## src/rtl/pixel_stream_bridge_if.sv

```systemverilog
// pixel_stream_bridge_if: UART RX, Edge filter and UART TX signal bundle for pixel_stream_bridge
interface pixel_stream_bridge_if #(parameter int DEPTH = 16);
  logic rx_recieved;
  logic [7:0] rx_data;
  logic px_en;
  logic [7:0] px_in;
  logic [7:0] px_out;
  logic tx_transmit;
  logic [7:0] tx_data;
  logic tx_busy;
  logic [$clog2(DEPTH):0] fifo_level;
  logic overflow;
  modport master(output rx_recieved, rx_data, px_out, tx_busy,
                 input px_en, px_in, tx_transmit, tx_data, fifo_level, overflow);
  modport slave(input rx_recieved, rx_data, px_out, tx_busy,
                output px_en, px_in, tx_transmit, tx_data, fifo_level, overflow);
endinterface

```

## src/rtl/pixel_stream_bridge.sv

```systemverilog
// pixel_stream_bridge: UART RX -> Edge -> result FIFO -> UART TX glue.
// Define PIXEL_BRIDGE_LOOPBACK_EN to bypass Edge and echo raw RX bytes.
module pixel_stream_bridge #(
  parameter int DEPTH = 16,
  parameter int EDGE_LAT = 1
) (
  input logic clk,
  input logic rst_n,
  pixel_stream_bridge_if.slave bus
);
  localparam int AW = $clog2(DEPTH);
  typedef enum logic [1:0] {TX_IDLE, TX_WAIT_BUSY, TX_WAIT_DONE} state_t;
  state_t state, state_nx;
  logic rx_q, new_byte, en, push, accept, full, pop, overflow, tx;
  logic [7:0] pix, push_data, txd;
  logic [7:0] mem [DEPTH];
  logic [AW-1:0] wp, rp;
  logic [AW:0] level;
  logic [3:0] tmo;
  // rx_q resets high so a byte already flagged at reset release is ignored
  assign new_byte = bus.rx_recieved & ~rx_q;
  always_ff @(posedge clk)
    if (!rst_n) begin
      rx_q <= 1'b1;
      en <= 1'b0;
      pix <= 8'd0;
    end else begin
      rx_q <= bus.rx_recieved;
      en <= new_byte;
      pix <= new_byte ? bus.rx_data : pix;
    end
`ifdef PIXEL_BRIDGE_LOOPBACK_EN
  assign push = en;
  assign push_data = pix;
  assign bus.px_en = 1'b0;
`else
  logic [EDGE_LAT-1:0] lat;
  always_ff @(posedge clk) lat <= !rst_n ? '0 : (lat << 1) | EDGE_LAT'(en);
  assign push = lat[EDGE_LAT-1];
  assign push_data = bus.px_out;
  assign bus.px_en = en;
`endif
  assign full = level == (AW+1)'(DEPTH);
  assign accept = push & (~full | pop);
  always_ff @(posedge clk) if (accept) mem[wp] <= push_data;
  always_ff @(posedge clk)
    if (!rst_n) begin
      wp <= '0;
      rp <= '0;
      level <= '0;
      overflow <= 1'b0;
    end else begin
      wp <= wp + AW'(accept);
      rp <= rp + AW'(pop);
      level <= level + (AW+1)'(accept) - (AW+1)'(pop);
      overflow <= overflow | (push & ~accept);
    end
  always_ff @(posedge clk) state <= !rst_n ? TX_IDLE : state_nx;
  always_comb
    state_nx = state == TX_IDLE ? (pop ? TX_WAIT_BUSY : TX_IDLE)
             : state == TX_WAIT_BUSY ? (bus.tx_busy ? TX_WAIT_DONE : tmo == 4'd14 ? TX_IDLE : TX_WAIT_BUSY)
             : bus.tx_busy ? TX_WAIT_DONE : TX_IDLE;
  always_comb pop = state == TX_IDLE && level != '0 && !bus.tx_busy;
  // a TX that never reports busy is treated as done after 15 cycles
  always_ff @(posedge clk) tmo <= (!rst_n || state != TX_WAIT_BUSY) ? 4'd0 : tmo + 4'd1;
  always_ff @(posedge clk)
    if (!rst_n) begin
      tx <= 1'b0;
      txd <= 8'd0;
    end else begin
      tx <= pop;
      txd <= pop ? mem[rp] : txd;
    end
  assign bus.px_in = pix;
  assign bus.tx_transmit = tx;
  assign bus.tx_data = txd;
  assign bus.fifo_level = level;
  assign bus.overflow = overflow;
endmodule

```

## src/flat_wrapper.sv

```systemverilog
// flat-port wrapper written by rule: the top's interface ports become plain ports
module pixel_stream_bridge_flat 
#(
  parameter int DEPTH = 16,
  parameter int EDGE_LAT = 1
)
  (clk, rst_n, bus_rx_recieved, bus_rx_data, bus_px_out, bus_tx_busy, bus_px_en, bus_px_in, bus_tx_transmit, bus_tx_data, bus_fifo_level, bus_overflow);
  pixel_stream_bridge_if #(.DEPTH(DEPTH)) bus_i ();
  input logic clk;
  input logic rst_n;
  input wire logic [$bits(bus_i.rx_recieved)-1:0] bus_rx_recieved;
  input wire logic [$bits(bus_i.rx_data)-1:0] bus_rx_data;
  input wire logic [$bits(bus_i.px_out)-1:0] bus_px_out;
  input wire logic [$bits(bus_i.tx_busy)-1:0] bus_tx_busy;
  output wire logic [$bits(bus_i.px_en)-1:0] bus_px_en;
  output wire logic [$bits(bus_i.px_in)-1:0] bus_px_in;
  output wire logic [$bits(bus_i.tx_transmit)-1:0] bus_tx_transmit;
  output wire logic [$bits(bus_i.tx_data)-1:0] bus_tx_data;
  output wire logic [$bits(bus_i.fifo_level)-1:0] bus_fifo_level;
  output wire logic [$bits(bus_i.overflow)-1:0] bus_overflow;
  assign bus_i.rx_recieved = bus_rx_recieved;
  assign bus_i.rx_data = bus_rx_data;
  assign bus_i.px_out = bus_px_out;
  assign bus_i.tx_busy = bus_tx_busy;
  assign bus_px_en = bus_i.px_en;
  assign bus_px_in = bus_i.px_in;
  assign bus_tx_transmit = bus_i.tx_transmit;
  assign bus_tx_data = bus_i.tx_data;
  assign bus_fifo_level = bus_i.fifo_level;
  assign bus_overflow = bus_i.overflow;
  pixel_stream_bridge #(.DEPTH(DEPTH), .EDGE_LAT(EDGE_LAT)) u_core (.clk(clk), .rst_n(rst_n), .bus(bus_i));
endmodule
```

## config.mk

```make
export PLATFORM = sky130hd
export DESIGN_NAME = pixel_stream_bridge_flat
export DESIGN_NICKNAME = d
export VERILOG_FILES = /design/src/rtl/pixel_stream_bridge_if.sv /design/src/rtl/pixel_stream_bridge.sv /design/src/flat_wrapper.sv
export SDC_FILE = /design/constraint.sdc
export NUM_CORES = 1
export LEC_CHECK = 0
export CAP_MARGIN = 25
export CELL_PAD_IN_SITES_DETAIL_PLACEMENT = 1
export CELL_PAD_IN_SITES_GLOBAL_PLACEMENT = 2
export CORE_MARGIN = 2
export CORE_UTILIZATION = 50
export CTS_BUF_LIST = sky130_fd_sc_hd__clkbuf_8
export DETAILED_ROUTE_END_ITERATION = 12
export HOLD_SLACK_MARGIN = 0.08
export PLACE_DENSITY_LB_ADDON = 0.2
export SLEW_MARGIN = 20
export SYNTH_ARGS = -nofsm -noshare
export SYNTH_HDL_FRONTEND = slang
export SYNTH_SLANG_ARGS = --single-unit
```

## constraint.sdc

```tcl
create_clock -name clk -period 4.9 [get_ports clk]
set_input_delay 0.98 -clock clk [delete_from_list [all_inputs] [get_ports clk]]
set_output_delay 0.98 -clock clk [all_outputs]
set_load 0.05 [all_outputs]
```

==> Yosys cells after proc, flatten, opt, wreduce, memory -nomap -nowiden <==
Memories as Yosys holds them, arrays and structs flattened. A register that Yosys moved wholly into a read port is not among the register bits.
Index checks and enable logic that the tools add are counted.
{ "classes": {"n_div": 0, "n_shift": 0, "order_cmp": 0, "n_addsub": 5, "n_reduce_logical": 8, "multipliers": 0, "muxes": 8, "bitwise": 8, "n_eq_ne": 4} }
{ "op_table": {"columns": ["operator", "count"], "rows": [
  ["adder 4 x 1 -> 4 bit", 2],
  ["two-way mux 2 bit", 4],
  ["adder 5 x 1 -> 5 bit", 1],
  ["equality test 5 bit (second input constant)", 1],
  ["nonzero test 5 bit", 1],
  ["subtractor 5 x 1 -> 5 bit", 1],
  ["adder 4 x 1 -> 4 bit (second input constant)", 1],
  ["equality test 4 bit (second input constant)", 1],
  ["two-way mux 1 bit", 4],
  ["bitwise AND 1 bit", 3],
  ["logical NOT 1 bit", 3],
  ["NOT 1 bit", 3],
  ["equality test 2 x 1 -> 1 bit (second input constant)", 1],
  ["logical AND 1 bit", 2],
  ["logical NOT 2 bit", 1],
  ["inequality test 2 x 1 -> 1 bit (second input constant)", 1],
  ["OR 1 bit", 2],
  ["logical OR 1 bit", 1]
]} }
{ "word_totals": {"rom_bits": 0, "ff_bits": 32, "mem_bits_rw": 128, "output_inout_bits": 24, "latch_bits": 0, "n_memories": 1, "word_cells": 45} }
{ "memory_table": {"columns": ["memory", "depth", "word_bits", "read_ports", "rd_clocked_by_memory_dff", "write_ports", "line", "rtl"], "rows": [
  ["u_core.mem", 16, 8, 1, 1, 1, "pixel_stream_bridge.sv:16", "logic [7:0] mem [DEPTH];"]
]} }

==> Logic depth before layout (Yosys ltp) <==
Gate-level depths: netlist of run 1.
{ "depth": {"depth_word": 8, "depth_mapped": 14} }

==> Worst setup path after synthesis of run 1 <==
OpenSTA, ideal clock, no wires.
{ "synth_path": {"path_type": "register -> register", "startpoint": "register u_core.level[3], in the netlist u_core.bus.fifo_level[3]", "endpoint": "register u_core.level[4], in the netlist u_core.bus.fifo_level[4]", "stages_incl_launch_ff": 15, "slack_ns": 2.012, "path_buffers": 0, "t_arrival_ns": 2.758, "period_less_slack_ns": 2.888, "required_time_ns": 4.770, "cell_sequence": "dfxtp_1 > inv_1 > ha_1 > or3b_1 > o21ai_1 > inv_1 > ha_1 > inv_1 > ha_1 > inv_1 > fa_1 > nand2b_1 > a21oi_1 > o21ai_0 > nor3b_1"} }
{ "synth_via": {"elab_chain_len": 7, "elab_cells_between_ends": 9, "classes_between": "2 x add/sub; 1 x eq/ne; 3 x bitwise; 3 x reduce/logical"} }
{ "synth_rtl": {"columns": ["item", "line", "rtl"], "rows": [
  ["from (decl)", "pixel_stream_bridge.sv:18", "logic [AW:0] level;"],
  ["from (signal assigned)", "pixel_stream_bridge.sv:55", "level <= level + (AW+1)'(accept) - (AW+1)'(pop);"],
  ["nonzero test 5 bit (*)", "pixel_stream_bridge.sv:63", "always_comb pop = state == TX_IDLE && level != '0 && !bus.tx_busy;"],
  ["logical AND 1 bit (*) (2 in a row)", "pixel_stream_bridge.sv:63", null],
  ["net u_core.pop", "pixel_stream_bridge.sv:14", "logic rx_q, new_byte, en, push, accept, full, pop, overflow, tx;"],
  ["OR 1 bit", "pixel_stream_bridge.sv:44", "assign accept = push & (~full | pop);"],
  ["bitwise AND 1 bit", "pixel_stream_bridge.sv:44", null],
  ["adder 5 x 1 -> 5 bit", "pixel_stream_bridge.sv:55", null],
  ["subtractor 5 x 1 -> 5 bit (*)", "pixel_stream_bridge.sv:55", null]
]} }
The timed path passes the listed nets; every way through them passes the cells marked *.
A chain may end at the register's enable or synchronous reset.

==> Final worst setup path of run 1 <==
{ "layout_path": {"startpoint": "register u_core.level[2], in the netlist u_core.bus.fifo_level[2]", "endpoint": "register u_core.level[4], in the netlist u_core.bus.fifo_level[4]"} }
The elaborated chain is that of the path after synthesis.

==> results of run 1 <==
[cell usage after synthesis (all sizes together) (3+ instances only)]
master,number
and2,6
clkbuf,8
ha,12
nand3,13
edfxtp,128
xnor2,5
mux2i,16
nand3b,3
nand2b,5
xor2,4
nand2,17
inv,11
nor2,27
o21ai,3
o221ai,8
a21oi,11
buf,12
nor3,6
mux4,32
dfxtp,40
[stage by stage]
| step | cells | hold WS [ns] |
|---|---|---|
| 4_1_cts | 612 | 0.462 |
| 6_report | 614 | 0.460 |
| 2_1_floorplan | 378 | 0.430 |
| 3_5_place_dp | 581 | 0.450 |
| 3_3_place_gp | 579 | 0.440 |
| 5_1_grt | 614 | 0.486 |
[worst paths after layout]
kind	start	end	slack [ns]	depth (start not counted)
max	u_core.bus.fifo_level[2]$_SDFF_PN0_	u_core.bus.fifo_level[4]$_SDFF_PN0_	1.36	14
min	u_core.bus.px_in[1]$_SDFFE_PN0P_	u_core.bus.px_in[1]$_SDFFE_PN0P_	0.46	2
max reg2reg	u_core.bus.fifo_level[2]$_SDFF_PN0_	u_core.bus.fifo_level[4]$_SDFF_PN0_	1.36	14
min reg2reg	u_core.bus.px_in[1]$_SDFFE_PN0P_	u_core.bus.px_in[1]$_SDFFE_PN0P_	0.46	2
[critical path, stage by stage, from the launching register on]
cell	delay [ns]
dfxtp_1	0.33
inv_1	0.09
ha_1	0.14
or3b_1	0.39
o21ai_1	0.69
inv_1	0.20
ha_1	0.32
inv_1	0.06
ha_1	0.15
inv_1	0.05
fa_1	0.39
nand2b_1	0.17
a21oi_1	0.19
o21ai_0	0.09
nor3b_1	0.14
[layout make-up]
class / count / area, µm²
fill: 1176 / 5440
sequential: 168 / 4650
multi-input combinational: 179 / 1830
timing repair buffer: 49 / 508
clock buffer: 17 / 234
tap: 176 / 220
clock inverter: 14 / 171
inverter: 11 / 41.3
[cell usage in the layout, fill, tap and decap left out, drive strengths merged, types with 4 or more instances in the layout]
cell type and count:
a21oi 11, and2 6, buf 6, clkbuf 17
clkdlybuf4s50 43, clkinv 4, dfxtp 40, edfxtp 128
ha 12, inv 17, mux2i 16, mux4 32
nand2 17, nand2b 5, nand3 13, nor2 27
nor3 6, o221ai 8, xnor2 5, xor2 4
[state kept, by name (all words and copies together), names as in the netlist, 2 cells and up]
| signal | count |
|---|---|
| u_core.mem | 128 |
| u_core.bus.px_in | 8 |
| u_core.bus.tx_data | 8 |
| u_core.bus.fifo_level | 5 |
| u_core.rp | 4 |
| u_core.tmo | 4 |
| u_core.wp | 4 |
| u_core.state | 2 |
[routing by layer]
layer | vias to the layer above | track usage
met3 | 10 | 0.0484
li1 | 1575 | -
met2 | 75 | 0.332
met1 | 1725 | 0.262
met5 | - | 0
met4 | 0 | 0.0662
[cells by family (layout without fill, tap and decap cells)]
kind of cell,count (synthesis),in the layout,synth area share
compound gates,27,27,0.0285
xor+xnor,9,9,0.0119
fa+ha+maj,13,13,0.0257
buf+inv,31,91,0.0258
flops,168,168,0.700
mux,48,48,0.149
simple gates,82,82,0.0594
[power by group through the flow]
| stage | clock network (mW) | registers, mW | logic (mW) |
|---|---|---|---|
| 2_1_floorplan | 0 | 1.81 | 0.249 |
| 3_3_place_gp | 0 | 1.69 | 0.544 |
| 3_5_place_dp | 0 | 1.68 | 0.581 |
| 4_1_cts | 1.03 | 1.65 | 0.583 |
| 5_1_grt | 1.09 | 1.66 | 0.626 |
| 6_report | 1.01 | 1.65 | 0.576 |
==> out/results.md, run 1 <==
| Item | Reported |
|---|---|
| Result of the run | completed |
| Last weighted congestion value of the routability-driven placer | 0.725 |
| Detailed Place HPWL | 8530 µm |
| Dpl cell area | 0.00723 mm² |
| Total setup buffers inserted after CTS | 0 |
| Total CTS buffers | 17 |
| Total net switching power | 0.913 mW |
| Area of the placeable core | 0.0131 mm² |
| Clk_lat worst skew | 0.45 ns |
| Worst-case setup margin in the final layout | 1.36 ns |
| Kind of end point of the critical path | register |
| Crit Path Max Fanout | 12 |
| Num ports | 44 |
| Mapped Area | 0.00663 mm² |
| H-tree depth | 4 |
| Number of setup violations in the final report | 0 |
| Number of vias after detailed routing | 3385 |
| Achievable frequency | 282 MHz |
| Sequential share of power | 0.509 |
| Routed length on met2 | 6770 µm |
| Clock Power Share | 0.313 |
| Syn avg cell area | 17.5 µm² |
| Vertical extent of the die | 119 µm |
| Portion of the post-synthesis area used by sequential elements | 0.700 |
| Post-CTS Hold Fix Bufs | 0 |
| Final critical delay including setup and external delays | 3.54 ns |
| Total routed wire length on the met1 layer | 5810 µm |
| Number of flops mapped to enable cells by yosys | 128 |
| Root buffer cell | clkbuf_8 |
| TritonCTS clock tree | built |
| Cell count after synthesis | 378 |
| Number of vias per cell after detailed routing | 5.51 |
| Fraction of the cycle the final worst path needs | 0.723 |
| Number of placement rows | 42 |
| Max IR drop VDD | 0.220 mV |
| Total wirelength of the detailed-routed design | 13300 µm |
| Number of antenna violations at the first check in global routing | 0 |
| Vias in the first global route | 3558 |
| Fin util | 0.585 |
| Crit path launch type | register |
| Critical Path RT | 5.20 ns |
| Num Clock Sinks | 168 |
| Setup repair after global routing missed its margin | no |
| Post-CTS resize count | 0 |
| Yosys top cell area share | 0.579 |
| Count of distinct cell types in the synthesized netlist | 37 |
| DRT antenna net count | 0 |
| Arr. time, crit path | 3.85 ns |
| Mean routed wirelength per cell | 21.6 µm |
| Total GRT Usage | 0.201 |
| Total of warnings raised by yosys | 0 |
| Number of diodes added for antenna fixing | 0 |
| Top cells by area, synth | edfxtp_1, dfxtp_1, mux4_1 |
| Number of buffer cells added on primary ports | 43 |
| Largest net degree at the start of global routing | 34 |
| Proportion of total power due to net switching | 0.282 |
| Power Density | 423 mW/mm² |
| Max Buffers Root-to-Sink | 2 |
| Detailed router's first-iteration violation count | 239 |
| Path type of the worst setup path | register to register |
| DRC | 0 |
| Sum of overflow across all layers after global routing | 0 |
| Share of final-layout standard cells stronger than drive strength 1 | 0.105 |
| Die Wd | 119 µm |
| Die Footprint | 0.0142 mm² |
| Final setup skew | 0.0104 ns |
| CTS clk-pin slew, worst paths | 0.09 ns |
| Sum of negative setup slack | 0 ns |
| Number of flip-flops and latches in the synthesized netlist | 168 |
| Final hold viol count | 0 |
| Combinational cell fraction of total power | 0.178 |
| Max layer used | met4 |
| Routed length on met3 | 522 µm |
| First-pass GRT wire length | 20600 µm |
| Top cell type by total area after synthesis | edfxtp_1 |
| Final Max Slew Viols | 0 |
| Path category of the worst min-delay check | register to register |
| Total internal power | 2.32 mW |
| Primary FF master, synth | edfxtp_1 |
| Async set or reset register ratio after synthesis | 0 |
| Slew at the pin closest to its max-slew limit | 0.945 ns |
| Initial standard-cell utilization of the core | 0.507 |
| Total Power | 3.23 mW |
| Relative max-transition margin | 0.366 |
| Worst slack after detailed placement | 0.938 ns |
| Number of nets produced by synthesis | 411 |
| Drt pass-1 iters | 5 |
| Max-cap violations | 0 |
| Area Growth Syn to Fin | 15.3% |
| Number of nets in the layout | 459 |
| Static leakage | 2.52 nW |
| Fin area | 0.00765 mm² |
Note: power is estimated with default switching activity, not from simulation.
==> run 2, diff against run 1 <==
--- a/config.mk
+++ b/config.mk
@@ -9,7 +9,7 @@
 export CELL_PAD_IN_SITES_DETAIL_PLACEMENT = 1
 export CELL_PAD_IN_SITES_GLOBAL_PLACEMENT = 2
 export CORE_MARGIN = 2
-export CORE_UTILIZATION = 50
+export CORE_UTILIZATION = 46
 export CTS_BUF_LIST = sky130_fd_sc_hd__clkbuf_8
 export DETAILED_ROUTE_END_ITERATION = 12
 export HOLD_SLACK_MARGIN = 0.08
==> constraint.sdc (replaced) <==
create_clock -name clk -period 3.7 [get_ports clk]
set_input_delay 0.74 -clock clk [delete_from_list [all_inputs] [get_ports clk]]
set_output_delay 0.74 -clock clk [all_outputs]
set_load 0.05 [all_outputs]
==> out/results.md, run 2 (synthesis gave the netlist of run 1 again) <==
| Item | Reported |
|---|---|
| Clk_lat worst skew | 0.44 ns |
| Worst hold start | u_core.bus.px_in[4]$_SDFFE_PN0P_ |
| Max layer used | met4 |
| Final critical delay including setup and external delays | 2.93 ns |
| Number of antenna violations at the first check in global routing | 0 |
| Count of non-filler cells in the finished layout | 633 |
| Number of instances in the placed design | 601 |
| H-tree depth | 4 |
| Static leakage | 2.58 nW |
| Cell-by-cell trace of the critical path | inv_1 -> ha_1 -> or3b_1 -> o21ai_1 -> inv_1 -> ha_1 -> inv_1 -> ha_1 -> inv_1 -> fa_1 -> nand2b_1 -> a21oi_1 -> o21ai_0 -> nor3b_1 |
| First-pass GRT wire length | 20600 µm |
| Total Power | 4.26 mW |
| Leading cell type in the layout, fill and taps excluded | edfxtp_1 |
| DRC | 0 |
| Detailed Place HPWL | 8600 µm |
| Sum of overflow across all layers after global routing | 0 |
| Path category of the worst min-delay check | register to register |
| Fraction of the cycle the final worst path needs | 0.793 |
| Kind of end point of the critical path | register |
| Critical register-to-register path startpoint | u_core.bus.fifo_level[3]$_SDFF_PN0_ |
| Detailed router's first-iteration violation count | 179 |
| Setup repair after global routing missed its margin | no |
| Drt pass-1 iters | 4 |
| Final hold viol count | 0 |
| Achievable frequency | 341 MHz |
| Total CTS buffers | 17 |
| Share of final-layout standard cells stronger than drive strength 1 | 0.130 |
| Slowest library cell on the worst path | or3b_1 |
| DRT antenna net count | 0 |
| Critical Path Most Common Cell | inv_1 |
| Crit path launch type | register |
| Max-cap violations | 0 |
| Total wirelength of the detailed-routed design | 13100 µm |
| Post-CTS Hold Fix Bufs | 0 |
| Num ports | 44 |
| Max IR drop VDD | 0.472 mV |
| Total routed wire length on the met1 layer | 5660 µm |
| Count of fill cells added during filler insertion | 1276 |
| Number of placement rows | 43 |
| CTS clk-pin slew, worst paths | 0.08 ns |
| TritonCTS clock tree | built |
| Number of diodes added for antenna fixing | 0 |
| Max FFs per register | 128 |
| Most frequent cells in the layout | edfxtp_1, clkdlybuf4s50_1, dfxtp_1 |
| Sequential Area | 0.00465 mm² |
| Critical Path RT | 4.00 ns |
| Vias in the first global route | 3618 |
| Worst path top cell family by delay | adder cells |
| Root buffer cell | clkbuf_8 |
| Final Max Slew Viols | 0 |
| First element of the critical path | u_core.bus.fifo_level[3]$_SDFF_PN0_ |
| Number of setup violations in the final report | 0 |
| Slew at the pin closest to its max-slew limit | 0.847 ns |
| Initial standard-cell utilization of the core | 0.474 |
| Number of nets in the layout | 473 |
| Total setup buffers inserted after CTS | 0 |
| Final setup skew | 0.0116 ns |
| Path type of the worst setup path | register to register |
| Die Footprint | 0.0154 mm² |
| Routed length on met3 | 761 µm |
| Max Buffers Root-to-Sink | 2 |
| Crit Path Max Fanout | 3 |
| Arr. time, crit path | 3.23 ns |
| Register containing the most flip-flops in the final layout | u_core.mem |
| Area of the placeable core | 0.0140 mm² |
| Post-CTS resize count | 0 |
| Power Density | 552 mW/mm² |
| Die Wd | 124 µm |
| Vertical extent of the die | 124 µm |
| Area Growth Syn to Fin | 16.4% |
| Sum of buffers and inverters on the critical path | 4 |
| Routed length on met2 | 6470 µm |
| Last weighted congestion value of the routability-driven placer | 0.754 |
| Mean routed wirelength per cell | 20.7 µm |
| Number of buffer cells added on primary ports | 43 |
| Largest net degree at the start of global routing | 34 |
| Area used by multi-input combinational logic | 0.00182 mm² |
| Result of the run | completed |
| Worst stage delay on the critical path | 0.39 ns |
| Number of vias after detailed routing | 3459 |
| Total GRT Usage | 0.189 |
| Num Clock Sinks | 168 |
| Number of vias per cell after detailed routing | 5.46 |
| Relative max-transition margin | 0.435 |
| Sum of negative setup slack | 0 ns |
[run 2: cell types whose count changed in the layout (fill, tap and decap cells not counted), sizes merged]
cell / before / now
buf: 6 / 20
clkbuf: 17 / 18
clkinvlp: 1 / 2
inv: 17 / 16
[run 2: metrics by stage]
step | setup slack (ns) | hold slack [ns] | instance area (µm²) | util
after floorplan | 0.812 | 0.430 | 6630 | -
after global placement | 0.560 | 0.441 | 7310 | 0.523
after detailed placement | 0.491 | 0.454 | 7310 | 0.523
after CTS | 0.749 | 0.466 | 7720 | 0.552
after global routing | 0.436 | 0.482 | 7720 | 0.552
final | 0.767 | 0.460 | 7720 | 0.552
[run 2: final timing paths]
check,slack [ns],end,cells past startpoint
setup / recovery,0.77,u_core.bus.fifo_level[4]$_SDFF_PN0_,14
hold / removal,0.46,u_core.bus.px_in[4]$_SDFFE_PN0P_,2
setup reg to reg,0.77,u_core.bus.fifo_level[4]$_SDFF_PN0_,14
hold reg to reg,0.46,u_core.bus.px_in[4]$_SDFFE_PN0P_,2
[run 2: power by group]
group          total, mW  internal [mW]  switching, mW
logic              0.738          0.294          0.444
registers           2.20           2.10         0.0948
clock network       1.33          0.682          0.647
total               4.26           3.08           1.19
[run 2: layout make-up]
class                           count  share of cell area
Clock inverter                     14              0.0209
Clock buffer                       18              0.0321
Inverter                           11             0.00535
Multi-Input combinational cell    179               0.235
Sequential cell                   168               0.602
Tap cell                          180              0.0292
Timing Repair Buffer               63              0.0752
[run 2: tightest hold or removal path: stages (launching register included)]
cell and delay, ns:
dfxtp_1 0.32, nand2_1 0.05, a21oi_1 0.05
[run 2: metal layers]
layer  global-route usage  up-vias
li1                     -     1598
met1                0.246     1757
met2                0.308       86
met3               0.0499       18
met4               0.0695        0
met5                    0        -
==> run 3, diff against run 2 <==
--- a/config.mk
+++ b/config.mk
@@ -9,7 +9,7 @@
 export CELL_PAD_IN_SITES_DETAIL_PLACEMENT = 1
 export CELL_PAD_IN_SITES_GLOBAL_PLACEMENT = 2
 export CORE_MARGIN = 2
-export CORE_UTILIZATION = 46
+export CORE_UTILIZATION = 42
 export CTS_BUF_LIST = sky130_fd_sc_hd__clkbuf_8
 export DETAILED_ROUTE_END_ITERATION = 12
 export HOLD_SLACK_MARGIN = 0.08
==> constraint.sdc (replaced) <==
create_clock -name clk -period 2.53 [get_ports clk]
set_input_delay 0.506 -clock clk [delete_from_list [all_inputs] [get_ports clk]]
set_output_delay 0.506 -clock clk [all_outputs]
set_load 0.05 [all_outputs]
==> out/results.md, run 3 (synthesis gave the netlist of run 1 again) <==
| Item | Reported |
|---|---|
| Final setup skew | 0.0127 ns |
| Number of buffer cells added on primary ports | 43 |
| Critical Path RT | 2.86 ns |
| Slowest library cell on the worst path | or3b_4 |
| Worst hold start | u_core.bus.px_in[3]$_SDFFE_PN0P_ |
| Total CTS buffers | 17 |
| Cell-by-cell trace of the critical path | inv_4 -> ha_4 -> or3b_4 -> o21ai_2 -> inv_1 -> ha_1 -> inv_1 -> ha_2 -> inv_2 -> fa_2 -> nand2b_4 -> a21oi_4 -> o21ai_1 -> nor3b_1 |
| Num ports | 44 |
| Critical Path Most Common Cell | inv_1 |
| Last weighted congestion value of the routability-driven placer | 0.690 |
| Total internal power | 4.56 mW |
| Fraction of the cycle the final worst path needs | 1.03 |
| Share of final-layout standard cells stronger than drive strength 1 | 0.194 |
| Area of the placeable core | 0.0153 mm² |
| Final critical delay including setup and external delays | 2.60 ns |
| Sum of overflow across all layers after global routing | 0 |
| Number of diodes added for antenna fixing | 0 |
| Most frequent cells in the layout | edfxtp_1, clkdlybuf4s50_1, buf_4 |
| Num Clock Sinks | 168 |
| Number of vias per cell after detailed routing | 5.18 |
| Max Buffers Root-to-Sink | 2 |
| Initial standard-cell utilization of the core | 0.433 |
| Proportion of total power due to net switching | 0.288 |
| Vertical extent of the die | 130 µm |
| Violations in the final reports | setup timing |
| Detailed router's first-iteration violation count | 187 |
| Root buffer cell | clkbuf_8 |
| Drt pass-1 iters | 4 |
| Worst-case setup margin in the final layout | -0.0724 ns |
| Sequential share of power | 0.495 |
| Leading cell type in the layout, fill and taps excluded | edfxtp_1 |
| Clock Power Share | 0.291 |
| Worst stage delay on the critical path | 0.38 ns |
| Path category of the worst min-delay check | register to register |
| Slew at the pin closest to its max-slew limit | 0.590 ns |
| Mean routed wirelength per cell | 20.0 µm |
| Largest net degree at the start of global routing | 35 |
| Final Max Slew Viols | 0 |
| Number of placement rows | 45 |
| Static leakage | 2.70 nW |
| Max IR drop VDD | 0.513 mV |
| Power Density | 804 mW/mm² |
| First-pass GRT wire length | 21200 µm |
| Die Footprint | 0.0168 mm² |
| Combinational cell fraction of total power | 0.214 |
| Clk_lat worst skew | 0.45 ns |
| Number of cells traversed by the worst register-to-register path | 14 |
| Number of antenna violations at the first check in global routing | 0 |
| Number of vias after detailed routing | 3554 |
| Dpl cell area | 0.00754 mm² |
| Number of cells on the worst hold path | 2 |
| Number of setup violations in the final report | 1 |
| Final hold viol count | 0 |
| H-tree depth | 4 |
| DRC | 0 |
| Max-cap violations | 0 |
| Total wirelength of the detailed-routed design | 13800 µm |
| Arr. time, crit path | 2.93 ns |
| CTS clk-pin slew, worst paths | 0.08 ns |
| Crit path launch type | register |
| Number of nets in the layout | 495 |
| First element of the critical path | u_core.bus.fifo_level[2]$_SDFF_PN0_ |
| Total net switching power | 1.85 mW |
| Fin area | 0.00797 mm² |
| Relative max-transition margin | 0.605 |
| Register containing the most flip-flops in the final layout | u_core.mem |
| Achievable frequency | 384 MHz |
| Setup repair after global routing missed its margin | yes |
| Die Wd | 130 µm |
| Fin util | 0.520 |
| Area Growth Syn to Fin | 20.1% |
| Critical register-to-register path startpoint | u_core.bus.fifo_level[2]$_SDFF_PN0_ |
| Result of the run | finished with violations |
| Max FFs per register | 128 |
| Final hold slack | 0.461 ns |
| Path type of the worst setup path | register to register |
| Kind of end point of the critical path | register |
| Detailed Place HPWL | 9030 µm |
| TritonCTS clock tree | built |
| DRT antenna net count | 0 |
| Vias in the first global route | 3702 |
| Crit Path Max Fanout | 2 |
| Total GRT Usage | 0.177 |
## run 3: metal layers
metal  up-vias  track usage  wire (µm)
li1       1642            -          -
met1      1829        0.219       6030
met2        73        0.310       7070
met3        10       0.0438        526
met4         0       0.0487        130
met5         -            0          0
## run 3: layout make-up
| class | count | area, µm² |
|---|---|---|
| fill | 1452 | 7350 |
| inverter | 11 | 43.8 |
| tap | 211 | 264 |
| clock inverter | 15 | 153 |
| sequential | 168 | 4650 |
| timing repair buffer | 85 | 758 |
| clock buffer | 17 | 234 |
| multi-input combinational | 179 | 1860 |
## run 3: worst paths after layout
check                                              to  slack (ns)
setup / recovery  u_core.bus.fifo_level[4]$_SDFF_PN0_       -0.07
hold / removal       u_core.bus.px_in[3]$_SDFFE_PN0P_        0.46
setup reg to reg  u_core.bus.fifo_level[4]$_SDFF_PN0_       -0.07
hold reg to reg      u_core.bus.px_in[3]$_SDFFE_PN0P_        0.46
## run 3: through the flow
step,setup TNS (ns),power [mW],cells,setup WS [ns]
after floorplan,-0.0690,4.06,378,-0.0690
after CTS,-0.119,6.42,684,-0.119
final,-0.0724,6.40,686,-0.0724
after detailed placement,-2.60,4.56,652,-0.195
after global placement,-1.53,4.50,652,-0.181
after global routing,-0.235,6.70,686,-0.188
## run 3: power by group through the flow
| stage | Sequential (mW) | Combinational (mW) | Clock, mW |
|---|---|---|---|
| floorplan | 3.52 | 0.539 | 0 |
| global placement | 3.23 | 1.28 | 0 |
| detailed placement | 3.23 | 1.33 | 0 |
| CTS | 3.17 | 1.33 | 1.91 |
| global route | 3.19 | 1.49 | 2.02 |
| finish | 3.17 | 1.37 | 1.86 |
## run 3: what timing repair did
action / in CTS / in global routing
cloned: 0 / 0
pin swaps: 0 / 3
hold buffers: 0 / 0
setup endpoints to repair: 1 / 2
buffers inserted: 0 / 2
gates resized for setup: 0 / 7
## run 3: worst max-delay path, delay by kind of cell, from the launching register on
family | cells | cell delay, ns
buffers and inverters | 4 | 0.23
adder cells (fa/ha/maj) | 4 | 0.89
AND/OR/NAND/NOR | 3 | 0.66
AO/OA/AOI/OAI | 3 | 0.35
flip-flops | 1 | 0.36
